<file path="src/rtl/shift_left_2.sv">
// rtl/shift_left_2.sv - fixed logical left shift with combinational and registered outputs
//
// Purpose:
//   Shifts a WIDTH-bit word left by SHAMT bits with zero fill from the LSB end.
//   The top SHAMT bits are discarded. The design has no sign preservation and no rotate.
//   It converts word offsets and jump-target fields into byte offsets.
//   A one-cycle registered copy is provided for pipelined consumers.
//
// Parameters:
//   WIDTH  data width of input and outputs (default 32)
//   SHAMT  fixed shift amount, legal range 1..WIDTH-1 (default 2)
//
// Optional feature macro: SHIFTLEFT2_OVF_EN
//   When defined, this adds the lost-bit flag Ovf and its registered copy OvfQ.
//
// Ports:
//   clk        in   1      rising-edge clock
//   rst        in   1      synchronous active-high reset (clears registered outputs only)
//   ShiftIn    in   WIDTH  operand word
//   ShiftOut   out  WIDTH  combinational ShiftIn << SHAMT
//   Ovf        out  1      (SHIFTLEFT2_OVF_EN) high when any shifted-out bit is 1
//   OvfQ       out  1      (SHIFTLEFT2_OVF_EN) Ovf delayed one cycle
//   ShiftOutQ  out  WIDTH  ShiftOut delayed one cycle

module shift_left_2 #(
  parameter int WIDTH = 32,
  parameter int SHAMT = 2
) (
  input  logic             clk,
  input  logic             rst,
  input  logic [WIDTH-1:0] ShiftIn,
  output logic [WIDTH-1:0] ShiftOut,
`ifdef SHIFTLEFT2_OVF_EN
  output logic             Ovf,
  output logic             OvfQ,
`endif
  output logic [WIDTH-1:0] ShiftOutQ
);

  generate
    if (SHAMT < 1 || SHAMT > WIDTH - 1) begin : g_bad_shamt
      $error("shift_left_2: SHAMT must be in 1..WIDTH-1");
    end
  endgenerate

  // Low SHAMT bits are constant zero, so X/Z on ShiftIn never reaches them.
  assign ShiftOut = {ShiftIn[WIDTH-1-SHAMT:0], {SHAMT{1'b0}}};

  always_ff @(posedge clk) begin
    if (rst) begin
      ShiftOutQ <= '0;
    end else begin
      ShiftOutQ <= ShiftOut;
    end
  end

`ifdef SHIFTLEFT2_OVF_EN
  // Any set bit in the discarded field means the shifted value lost information.
  assign Ovf = |ShiftIn[WIDTH-1:WIDTH-SHAMT];

  always_ff @(posedge clk) begin
    if (rst) begin
      OvfQ <= 1'b0;
    end else begin
      OvfQ <= Ovf;
    end
  end
`else
  // The discarded top bits feed nothing when the overflow flag is not built.
  logic unused_top_bits;
  assign unused_top_bits = ^ShiftIn[WIDTH-1:WIDTH-SHAMT];
`endif

endmodule

</file>
<file path="config.mk">
export PLATFORM = sky130hd
export DESIGN_NAME = shift_left_2
export DESIGN_NICKNAME = d
export VERILOG_FILES = /design/src/rtl/shift_left_2.sv
export SDC_FILE = /design/constraint.sdc
export NUM_CORES = 1
export LEC_CHECK = 0
export CAP_MARGIN = 40
export CORE_ASPECT_RATIO = 1.2
export CORE_MARGIN = 2
export CORE_UTILIZATION = 28
export DETAILED_ROUTE_END_ITERATION = 10
export PLACE_DENSITY_LB_ADDON = 0.2
export SKIP_LAST_GASP = 1
export SLEW_MARGIN = 20
export SYNTH_ARGS = -nofsm -noshare
export SYNTH_HDL_FRONTEND = slang
export SYNTH_SLANG_ARGS = --single-unit
export TNS_END_PERCENT = 10
</file>
<file path="constraint.sdc">
create_clock -name clk -period 0.8 [get_ports clk]
set_input_delay 0.24 -clock clk [delete_from_list [all_inputs] [get_ports clk]]
set_output_delay 0.24 -clock clk [all_outputs]
set_load 0.005 [all_outputs]
</file>
==> summary.md <==
| Metric | Value |
|---|---|
| Placed Area | `1890 um2` |
| Total number of vias | `800` |
| Largest buffer count on any clock path | `2` |
| Min Hold Slack | `0.288 ns` |
| Final Hold Viols | `0` |
| Initial antenna violation count | `0` |
| Tmin final | `0.938 ns` |
| Synth-to-Final Area Change | `48.6%` |
| First-pass DRT Iterations | `4` |
| HP Class | `primary input to flop` |
| DRT iter0 DRCs | `3` |
| Post-DR wirelength/cell | `11.5 um` |
| Area contributors post-synth | `dfxtp_1 53%, buf_4 22%, nor2b_2 18%` |
| Mapped Area | `1140 um2` |
| Hold_sp | `ShiftIn[19]` |
| Slowest cell on crit path | `dfxtp_2` |
| WP data arrival | `0.70 ns` |
| Grt ovf | `0` |
| Max_cap viols | `0` |
| Critical Path Source | `ShiftOutQ[30]` |
| Clk slew on worst S/H paths | `0.06 ns` |
| Area leader, netlist | `dfxtp_1` |
| Biggest register | `ShiftOutQ` |
| Initial Utilization | `29.0%` |
| Vias per cell | `3.64` |
| NumNets Final | `199` |
| Ant diodes | `0` |
| Max rail drop VDD | `0.880 mV` |
| Top Ports | `98` |
| CTS tree | `done` |
| FMAX | `1070 MHz` |
| Period utilization | `117%` |
| CP Cell Sequence | `buf_2` |
| Max FFs per register | `30` |
| CP bufs+invs | `1` |
| Synth top area share | `52.6%` |
| Routability Congestion | `0.633` |
| IO Port Bufs | `91` |
| RSZ-0062 raised after global routing | `yes` |
| Hold Path Cell Cnt | `2` |
| Final worst setup slack | `-0.138 ns` |
| Vias in the first global route | `808` |
| Die width | `62.3 um` |
| Die Ht | `73.9 um` |
| DIE AREA | `4600 um2` |
| Slew Viols, Final | `0` |
| Hpwl dp | `1960 um` |
| Levels on crit path | `1` |
| YS warnings | `0` |
| Biggest regs | `ShiftOutQ: 30 flops` |
| Worst path top cell family by delay | `flip-flops` |
| Synth Instances | `98` |
| Pwr per Cell Area | `1920 nW/um2` |
| Max FO, Critical Path | `1` |
| Synth Register Bits | `30` |
| All-Layer GR Usage | `11.4%` |
| Pre-CTS setup slack | `-0.682 ns` |
| Status | `complete, but fails checks` |
| CTS Buf Count | `5` |
| Layout cell share with drive strength beyond 1 | `62.0%` |
| Yosys cell types | `6` |
| Layout fillers | `433` |
| Violated checks | `setup timing` |
| Hold EP | `ShiftOutQ[21]` |
| Post-route design area | `1700 um2` |
| Critical path type | `flop to primary output` |
| Std cell rows | `25` |
| Final setup viols | `82` |
| First-pass GRT wire length | `3920 um` |
| CP endpoint kind | `primary output` |
| Critical Path RT | `0.56 ns` |
| Largest net degree at the start of global routing | `16` |
| Hold-fix buffers, CTS | `0` |
| Post-route ant nets | `0` |
| Synthesized area per cell | `11.6 um2` |
| H-tree Lvls | `2` |
| Setup_tns | `-7.15 ns` |
| Root buf cell | `clkbuf_8` |
| Crit-path max cell delay | `0.31 ns` |
| Core area | `3940 um2` |
| Total wire length | `2520 um` |
| Worst setup SP type | `flop` |
| DRC | `0` |
| Clock Sink Count | `30` |
| Seq/Total Area, Yosys | `52.6%` |
| Leak Pwr | `0.000851 uW` |
## synth_stat cells
library cell / count
nor2b_2: 24
buf_6: 3
conb_1: 1
nor2b_1: 6
buf_4: 34
dfxtp_1: 30
## layout by cell type (no fill, tap or decap)
master           synthesis  layout
dfxtp_1                 30      23
buf_6                    3       4
clkbuf_1                 0       1
dfxtp_2                  0       7
nor2b_2                 24      24
clkbuf_8                 0       6
clkinv_2                 0       1
dlygate4sd2_1            0      22
buf_4                   34       1
buf_12                   0       2
conb_1                   1       4
clkdlybuf4s15_1          0       6
nor2b_1                  6       6
clkdlybuf4s15_2          0       3
buf_2                    0      55
clkdlybuf4s50_1          0       1
## power breakdown
part,internal [uW],switching [uW],leakage [uW]
registers,1580,18.1,0.000252
clock network,692,517,0.0000482
logic,275,168,0.000551
## through the flow
step / total power, uW / util, % / cells
after floorplan: 1880 / - / 101
after global placement: 2260 / 47.9 / 212
after detailed placement: 2270 / 47.9 / 212
after CTS: 3300 / 42.3 / 220
after global routing: 3430 / 43.0 / 220
final: 3250 / 43.0 / 220
## layer usage
layer  global-route usage, %  wire (um)
met1                    9.67        767
met2                    20.4       1400
met3                    6.35        311
met4                    8.15         40
met5                       0          0
## repair_timing
| item | 4_1_cts | 5_1_grt |
|---|---|---|
| setup endpoints to repair | 90 | 89 |
| setup buffers | 0 | 0 |
| resized for setup | 281 | 8 |
| cloned | 0 | 0 |
## cell type report
class	instances	area (um2)	area share (%)
clock buffer	7	86.3	5.09
sequential	30	609	35.9
timing repair buffer	94	664	39.2
tap	54	67.6	3.99
multi-input combinational	34	263	15.5
clock inverter	1	5.00	0.295
## cells by family after synthesis
family | synth area share (%)
buffers and inverters | 25.3
DFF | 52.6
and+or+nand+nor | 21.7
other | 0.329
## worst max-delay path by stage
stage	end	slack, ns
2_1_floorplan	ShiftOut[10]	0.21
3_3_place_gp	ShiftOut[21]	-0.69
3_5_place_dp	ShiftOut[17]	-0.68
4_1_cts	ShiftOutQ[30]	-0.16
5_1_grt	ShiftOutQ[28]	-0.17
6_report	ShiftOutQ[30]	-0.14
Power figures use the tool's default switching activity.
